File: src/rtl/guitar_pkg.sv
// guitar_pkg: shared types and helpers for the guitar control datapath.
//   state_e       - note FSM states (IDLE, SOUNDING)
//   STRUM_POS/NEG - strum_dir encoding (1 = up-strum, 0 = down-strum)
//   code_width()  - ceil(log2(n)), never less than 1; sizes codes and counters
package guitar_pkg;

  typedef enum logic {
    IDLE     = 1'b0,
    SOUNDING = 1'b1
  } state_e;

  localparam logic STRUM_POS = 1'b1;
  localparam logic STRUM_NEG = 1'b0;

  function automatic int unsigned code_width(input int unsigned n);
    return (n < 2) ? 1 : $clog2(n);
  endfunction

endpackage

File: src/rtl/strum_debouncer.sv
// strum_debouncer: 2-FF synchroniser, debounce counter and rising-edge
// detector for one strummer contact.
//   clk    in  system clock
//   reset  in  synchronous active-high reset
//   raw_in in  asynchronous, bouncy contact
//   level  out debounced level (registered)
//   rise   out high for one cycle after level goes 0 -> 1
// The level changes only after DEBOUNCE_CYCLES consecutive synchronised
// samples that disagree with it.
module strum_debouncer
  import guitar_pkg::*;
#(
  parameter int unsigned DEBOUNCE_CYCLES = 16
) (
  input  logic clk,
  input  logic reset,
  input  logic raw_in,
  output logic level,
  output logic rise
);

  localparam int unsigned CNT_W = code_width(DEBOUNCE_CYCLES + 1);

  logic             sync1_q, sync2_q;
  logic             level_q, level_d;
  logic             prev_q;
  logic [CNT_W-1:0] cnt_q, cnt_d;

  // The sample that completes the run flips the level on that same edge,
  // hence the compare against DEBOUNCE_CYCLES-1 on the pre-increment count.
  always_comb begin
    level_d = level_q;
    cnt_d   = '0;
    if (sync2_q != level_q) begin
      if (cnt_q == CNT_W'(DEBOUNCE_CYCLES - 1)) begin
        level_d = sync2_q;
      end else begin
        cnt_d = cnt_q + CNT_W'(1);
      end
    end
  end

  always_ff @(posedge clk) begin
    if (reset) begin
      sync1_q <= 1'b0;
      sync2_q <= 1'b0;
      level_q <= 1'b0;
      prev_q  <= 1'b0;
      cnt_q   <= '0;
    end else begin
      sync1_q <= raw_in;
      sync2_q <= sync1_q;
      level_q <= level_d;
      prev_q  <= level_q;
      cnt_q   <= cnt_d;
    end
  end

  assign level = level_q;
  assign rise  = level_q & ~prev_q;

endmodule

File: src/rtl/strum_note_ctrl.sv
// strum_note_ctrl: fret/strum control-signal generator for the tone block.
//   clk            in  system clock
//   reset          in  synchronous active-high reset
//   switches       in  NUM_FRETS fret switches (asynchronous), bit i = fret i
//   strummer_pos   in  up-strum contact (asynchronous, bouncy)
//   strummer_neg   in  down-strum contact (asynchronous, bouncy)
//   control_signal out registered note code, width code_width(NUM_FRETS)
//   strum_dir      out direction of last accepted strum (1 = pos, 0 = neg)
//   note_start     out one-cycle pulse per accepted strum
//   note_on        out high for SUSTAIN_CYCLES cycles after each strum
// Build option: define LEGATO_EN to let fret changes during a sounding note
// update control_signal without a new strum (hammer-on / pull-off).
module strum_note_ctrl
  import guitar_pkg::*;
#(
  parameter int unsigned NUM_FRETS       = 7,
  parameter int unsigned DEBOUNCE_CYCLES = 16,
  parameter int unsigned SUSTAIN_CYCLES  = 1000,
  parameter int unsigned DEFAULT_CODE    = NUM_FRETS - 1,
  localparam int unsigned CODE_W         = code_width(NUM_FRETS)
) (
  input  logic                 clk,
  input  logic                 reset,
  input  logic [NUM_FRETS-1:0] switches,
  input  logic                 strummer_pos,
  input  logic                 strummer_neg,
  output logic [CODE_W-1:0]    control_signal,
  output logic                 strum_dir,
  output logic                 note_start,
  output logic                 note_on
);

  localparam int unsigned SUS_W = code_width(SUSTAIN_CYCLES + 1);

  logic [NUM_FRETS-1:0] sw_sync1_q, sw_sync2_q;
  logic                 lvl_pos, lvl_neg;
  logic                 rise_pos, rise_neg;
  logic                 trigger;
  logic [CODE_W-1:0]    enc;

  state_e               state_q, state_d;
  logic [SUS_W-1:0]     cnt_q, cnt_d;
  logic [CODE_W-1:0]    code_q, code_d;
  logic                 dir_q, dir_d;
  logic                 start_q, start_d;

  strum_debouncer #(
    .DEBOUNCE_CYCLES(DEBOUNCE_CYCLES)
  ) u_deb_pos (
    .clk   (clk),
    .reset (reset),
    .raw_in(strummer_pos),
    .level (lvl_pos),
    .rise  (rise_pos)
  );

  strum_debouncer #(
    .DEBOUNCE_CYCLES(DEBOUNCE_CYCLES)
  ) u_deb_neg (
    .clk   (clk),
    .reset (reset),
    .raw_in(strummer_neg),
    .level (lvl_neg),
    .rise  (rise_neg)
  );

  assign trigger = rise_pos | rise_neg;

  always_ff @(posedge clk) begin
    if (reset) begin
      sw_sync1_q <= '0;
      sw_sync2_q <= '0;
    end else begin
      sw_sync1_q <= switches;
      sw_sync2_q <= sw_sync1_q;
    end
  end

  // Ascending scan: later (higher) set bits overwrite, so the highest fret wins.
  always_comb begin
    enc = CODE_W'(DEFAULT_CODE);
    for (int unsigned i = 0; i < NUM_FRETS; i++) begin
      if (sw_sync2_q[i]) enc = CODE_W'(i);
    end
  end

  always_comb begin
    state_d = state_q;
    cnt_d   = cnt_q;
    code_d  = code_q;
    dir_d   = dir_q;
    start_d = 1'b0;
    // A trigger in either state (including the expiry cycle) starts a fresh
    // note; simultaneous edges report the up-strum.
    if (trigger) begin
      state_d = SOUNDING;
      code_d  = enc;
      dir_d   = rise_pos ? STRUM_POS : STRUM_NEG;
      start_d = 1'b1;
      cnt_d   = SUS_W'(SUSTAIN_CYCLES - 1);
    end else begin
      case (state_q)
        IDLE: begin
          state_d = IDLE;
        end
        SOUNDING: begin
          if (cnt_q == '0) begin
            state_d = IDLE;
          end else begin
            cnt_d = cnt_q - SUS_W'(1);
          end
`ifdef LEGATO_EN
          if (enc != code_q) code_d = enc;
`else
          code_d = code_q;
`endif
        end
        default: state_d = IDLE;
      endcase
    end
  end

  always_ff @(posedge clk) begin
    if (reset) begin
      state_q <= IDLE;
      cnt_q   <= '0;
      code_q  <= '0;
      dir_q   <= 1'b0;
      start_q <= 1'b0;
    end else begin
      state_q <= state_d;
      cnt_q   <= cnt_d;
      code_q  <= code_d;
      dir_q   <= dir_d;
      start_q <= start_d;
    end
  end

  assign control_signal = code_q;
  assign strum_dir      = dir_q;
  assign note_start     = start_q;
  assign note_on        = (state_q == SOUNDING);

endmodule

File: config.mk
export PLATFORM = sky130hd
export DESIGN_NAME = strum_note_ctrl
export DESIGN_NICKNAME = d
export VERILOG_FILES = /design/src/rtl/guitar_pkg.sv /design/src/rtl/strum_debouncer.sv /design/src/rtl/strum_note_ctrl.sv
export SDC_FILE = /design/constraint.sdc
export NUM_CORES = 1
export LEC_CHECK = 0
export ABC_CLOCK_PERIOD_IN_PS = 2500
export CORE_MARGIN = 2
export CORE_UTILIZATION = 50
export DETAILED_ROUTE_END_ITERATION = 7
export GPL_TIMING_DRIVEN = 0
export PLACE_DENSITY = 0.71
export SYNTH_ARGS = -nofsm -noshare
export SYNTH_HDL_FRONTEND = slang
export SYNTH_SLANG_ARGS = --single-unit
File: constraint.sdc
create_clock -name clk -period 2.5 [get_ports clk]
set_input_delay 0.5 -clock clk [delete_from_list [all_inputs] [get_ports clk]]
set_output_delay 0.5 -clock clk [all_outputs]
set_load 0.03 [all_outputs]
==> metrics.yaml, run 1 <==
drt-pass1-iter-count: 4
reg2reg_setup_slack_ps: 500
routed_wl_um: 2864
cp_data_arrival_time_ps: 1620
cts_resized: 0
grt_pass1_wl_um: 5188
drt_iter0_drc: 59
placed_cell_area_um2: 2029
min_period_ps: 2122
skew_ps: 8.336
pin_count: 17
final_layout_size_suffix_gt1_share_pct: 6.436
hpwl_um: 2118
synth_cell_types: 36
portBuffers: 16
cts.reportedPaths.clkPinSlew_ps: 120
cts.sinks: 48
hp-class: "flip-flop to flip-flop"
start_util_pct: 53.04
holdWs_ps: 451.4
finalNetCount: 218
final_cells: 248
path_max_fanout: 8
dp_cells: 241
synth-compound-area-share_pct: 9.599
dp_slack_ps: 393.6
die_area_um2: 4121
synth_top_area_share_pct: 53.04
timing.final.ws_setup_ps: 377.7
worst_pin_slew_ps: 757.6
yosys.area_share.adder_pct: 3.453
status: "complete, no violations"
yosys_warnings: 0
final-setup-viol-count: 0
core_um2: 3416
holdBufCountCts: 0
ant_nets: 0
grt_pass1_vias: 1246
wl_met1_um: 1279
slew_headroom_pct: 48.78
gr-usage-all-layers_pct: 16.23
synthArstFlopShare_pct: 0
cts_buffers: 5
synthToLayoutAreaGrowth_pct: 14.78
crit_buf_inv: 1
critPathSlowestCell: "clkdlybuf4s50_1"
max-cap-violations: 0
startpoint: "note_on"
cts-root-buf: "clkbuf_4"
num_vias: 1247
max_freq_mhz: 471.2
max_stage_delay_ps: 730
yosys.area_share.xor_xnor_pct: 4.834
postLayoutCellArea_um2: 2079
path_depth: 1
hold_viol: 0
timing.rr.start: "cnt_q[0]"
core.rowCount: 21
highest_layer: "met4"
ys_ff_latch: 48
yosys.area.top_type: "dfxtp_1"
wire_per_inst_um: 11.55
antenna_found_initial: 0
cp-end-kind: "output pin"
syn_area_um2: 1812
synth-simple-area-share_pct: 23.76
htree_levels: 2
cts_tree: "yes"
syn_area_per_cell_um2: 10.12
wl_met3_um: 120
tns_ps: 0
leakage_nw: 0.7617
worstPathRequired_ps: 2000
grt.overflow.total: 0
clk_latency_ps: 350
power_density_nw_per_um2: 557.3
num_antenna_cells: 0
die_y_um: 64.20
synth_top_family_by_area: "simple AND/OR/NAND/NOR gates"
finalCritPeriodShare_pct: 84.89
synth_area_leaders: "dfxtp_1, nor2b_1, nor2_1"
netlist_instances: 179
r2r-end: "cnt_q[1]"
gp_congestion: 0.7923
path_cells: "clkdlybuf4s50_1"
synth_edf_count: 0
die_w_um: 64.20
startpoint_type: "flip-flop"
synth_ff_type: "dfxtp_1"
crit_path_end: "note_on"
ir_worst_vdd_mv: 0.4283
ys_seq_area_share_pct: 53.04
reg2reg_depth: 6
rsz0062_at_grt: "false"
worstSetupPathType: "flip-flop to output pin"
grt_max_degree: 15
drc_errors: 0
dr_wl_met2_um: 1410
vias_per_cell: 5.028
muxShareOfSynthArea_pct: 2.831
syn-num-nets: 195
cts.path.max_buffers: 2
cts_setup_buffers: 0
crit_family: "buffers and inverters"
finalMaxSlewViolations: 0
-- synth_stat cells, types with 4 or more instances --
master / number
xor2_1: 4
xnor2_1: 6
inv_1: 7
a211oi_1: 4
a21oi_1: 12
nor2_1: 20
nor3_1: 5
dfxtp_1: 48
mux2i_1: 4
nand2_1: 4
ha_1: 5
nor2b_1: 21
-- placed cells by master (no fill, tap or decap), types with 5 or more instances in the layout --
| cell | n |
|---|---|
| xnor2_1 | 6 |
| ha_1 | 5 |
| clkbuf_4 | 5 |
| clkdlybuf4s50_1 | 16 |
| nor3_1 | 5 |
| inv_1 | 7 |
| nor2_1 | 20 |
| a21oi_1 | 12 |
| nor2b_1 | 21 |
| dfxtp_1 | 48 |
-- through the flow --
stage | util, % | power, mW
floorplan | - | 0.8245
global placement | 59.41 | 0.8454
detailed placement | 59.41 | 0.8473
CTS | 60.88 | 1.173
global route | 60.88 | 1.210
finish | 60.88 | 1.159
-- area by class of cell --
cell class	count	area, um^2
Tap cell	46	57.56
Fill cell	305	1336
Inverter	7	26.28
Sequential cell	48	960.9
Multi-Input combinational cell	119	805.8
Clock buffer	5	37.54
Clock inverter	2	12.51
Timing Repair Buffer	16	160.2
Buffer	5	18.77
-- worst min path at each step --
stage                            startpoint                end  depth (start not counted)  slack, ps
final                         sw_sync1_q[6]      sw_sync2_q[6]                          1        450
after global routing      u_deb_neg.sync1_q  u_deb_neg.sync2_q                          1        470
after CTS                     sw_sync1_q[4]      sw_sync2_q[4]                          1        450
after detailed placement      sw_sync1_q[4]      sw_sync2_q[4]                          1        430
after global placement    u_deb_pos.sync1_q  u_deb_pos.sync2_q                          1        420
after floorplan               sw_sync1_q[0]      sw_sync2_q[0]                          1        410
-- flip-flops by register name (all words and copies together) (netlist names), 3 cells and up --
signal	count
sw_sync1_q	7
u_deb_pos.cnt_q	5
sw_sync2_q	7
u_deb_neg.cnt_q	5
cnt_q	10
control_signal	3
-- where the power goes --
part | switching, mW | leakage [nW] | internal, mW
clock | 0.227 | 0.0271 | 0.103
sequential | 0.00534 | 0.391 | 0.779
combinational | 0.0189 | 0.344 | 0.0260
-- per-layer routing --
layer | vias to the layer above | global-route usage (%)
met5 | - | 0
met4 | 0 | 7.181
met3 | 5 | 5.634
met2 | 17 | 29.04
met1 | 569 | 17.06
li1 | 656 | -
-- kinds of logic after synthesis --
kind of cell    after synthesis
compound gates               25
xor+xnor                     10
fa+ha+maj                     5
buf+inv                      12
flops                        48
mux                           5
simple gates                 74
(Power assumes the default switching activity.)
==> run 2: changes to the inputs <==
ABC_CLOCK_PERIOD_IN_PS = 1900   (was 2500)
PLACE_DENSITY = 0.74   (was 0.71)
clock period = 1.9 ns   (was 2.5 ns; I/O delays follow)
==> run 2 against run 1 <==
Design area rose by 4.1%. Die area is the same. Sequential power rose by 31%. Power increased by 46%. Global-route usage rose by 0.16 points. Critical path type is now flip-flop to flip-flop.
==> metrics.yaml, run 2 (synthesis gave the netlist of run 1 again) <==
final-setup-viol-count: 0  # unchanged
max_freq_mhz: 537.7
worstPathRequired_ps: 2190  # +190 ps
num_antenna_cells: 0  # unchanged
fill_cells: 279  # -8.5%
hp-class: "flip-flop to flip-flop"
wire_per_inst_um: 12.17  # +5.4%
reg.largest.list: "cnt_q: 10 flops, sw_sync1_q: 7 flops, sw_sync2_q: 7 flops"
worst_pin_slew_ps: 493.1  # -264.6 ps
grt.overflow.total: 0  # unchanged
vias_per_cell: 5.198  # +3.4%
final_common_cell: "dfxtp_1"
hpwl_um: 2259  # +6.6%
die_area_um2: 4121  # unchanged
cts.path.max_buffers: 2  # unchanged
die_y_um: 64.20  # unchanged
gr-usage-all-layers_pct: 16.38  # +0.16 points
crit_family: "simple AND/OR/NAND/NOR gates"
startpoint_type: "flip-flop"
cts.reportedPaths.clkPinSlew_ps: 130  # about the same
largest_register_ffs: 10  # unchanged
pin_count: 17  # unchanged
num_vias: 1310  # +5.1%
path_max_fanout: 4  # -4
drt-pass1-iter-count: 4  # unchanged
dp_cells: 241  # unchanged
htree_levels: 2  # unchanged
drc_errors: 0  # unchanged
core_um2: 3416  # unchanged
grt_max_degree: 17  # +2
timing.final.ws_setup_ps: 40.26  # -337.4 ps
finalCritPeriodShare_pct: 97.88
crit_buf_inv: 1  # unchanged
antenna_found_initial: 0  # unchanged
min_period_ps: 1860
synthToLayoutAreaGrowth_pct: 19.48
gp_congestion: 0.7625  # -3.8%
portBuffers: 16  # unchanged
clk_latency_ps: 350  # about the same
ir_worst_vdd_mv: 0.5379  # +26%
drt_iter0_drc: 57  # -3.4%
final_cells: 252  # +1.6%
holdWs_ps: 452.7  # +1.270 ps
grt_pass1_wl_um: 5188  # unchanged
finalMaxSlewViolations: 0  # unchanged
max_flop_register: "cnt_q"
hold_viol: 0  # unchanged
holdBufCountCts: 0  # unchanged
final_layout_size_suffix_gt1_share_pct: 12.62  # +6.2 points
cp-end-kind: "flip-flop"
cts-root-buf: "clkbuf_4"
finalNetCount: 221  # +1.4%
cts_tree: "yes"
cp_data_arrival_time_ps: 2150  # +530 ps
leakage_nw: 0.8119  # +6.6%
max-cap-violations: 0  # unchanged
status: "complete, no violations"
die_w_um: 64.20  # unchanged
path_cells: "inv_2, ha_4, or4b_4, o31ai_4, mux2_4, a21oi_2"
worstSetupPathType: "flip-flop to flip-flop"
power_density_nw_per_um2: 783.8  # +41%
core.rowCount: 21  # unchanged
critPathSlowestCell: "or4b_4"
tns_ps: 0  # unchanged
ant_nets: 0  # unchanged
cts.sinks: 48  # unchanged
start_util_pct: 53.04  # unchanged
slew_headroom_pct: 67.13  # +18 points
max_stage_delay_ps: 480  # -250 ps
cts_buffers: 5  # unchanged
fin_util_pct: 63.37  # +2.5 points
layout_common_cells: "dfxtp_1, nor2b_1, nor2_1"
dp_slack_ps: -85.91  # -479.5 ps
routed_wl_um: 3066  # +7.1%
skew_ps: 3.580  # -4.756 ps
grt_pass1_vias: 1257  # +0.88%
## run 2: changes by cell type in the layout (fill, tap and decap cells not counted), sizes merged
cell	change
buf	+3
bufinv	+1
clkdlybuf4s50	-1
clkinv	-1
dlygate4sd2	+1
inv	+1
## run 2: through the flow
stage / cell area, um^2 / total power [mW]
2_1_floorplan: 1812 / 1.085
3_3_place_gp: 2029 / 1.112
3_5_place_dp: 2029 / 1.115
4_1_cts: 2128 / 1.713
5_1_grt: 2165 / 1.772
6_report: 2165 / 1.697
## run 2: repair_timing
item                       4_1_cts  5_1_grt
gates resized for setup          3        8
pin swaps                        1        2
buffers inserted                 1        2
cloned                           0        0
setup endpoints to repair        6        4
## run 2: routing by layer
metal  wire length [um]  track usage (%)  vias up  share of wire (%)
met5                  0                0        -                  0
met4                123            10.90        0                4.0
met3                 84            3.697       11                2.7
met2               1624            29.04       22                 53
met1               1234            17.18      613                 40
li1                   -                -      664                  -
## run 2: power by group
part	internal, mW	switching, mW
registers	1.03	0.00677
logic	0.0343	0.0253
clock network	0.281	0.323
## run 2: path summary, 6_finish.rpt
path | slack, ps | cells after the start | startpoint | to
setup / recovery | 40 | 6 | cnt_q[1] | cnt_q[1]
hold / removal | 450 | 1 | sw_sync1_q[3] | sw_sync2_q[3]
setup reg to reg | 40 | 6 | cnt_q[1] | cnt_q[1]
hold reg to reg | 450 | 1 | sw_sync1_q[3] | sw_sync2_q[3]
## run 2: layout make-up
class | count | area [um^2] | area share, %
tap | 46 | 57.56 | 2.659
inverter | 7 | 26.28 | 1.214
clock buffer | 5 | 37.54 | 1.734
timing repair buffer | 19 | 181.4 | 8.381
buffer | 5 | 18.77 | 0.8671
multi-input combinational | 119 | 832.0 | 38.44
sequential | 48 | 964.7 | 44.57
clock inverter | 3 | 46.29 | 2.139
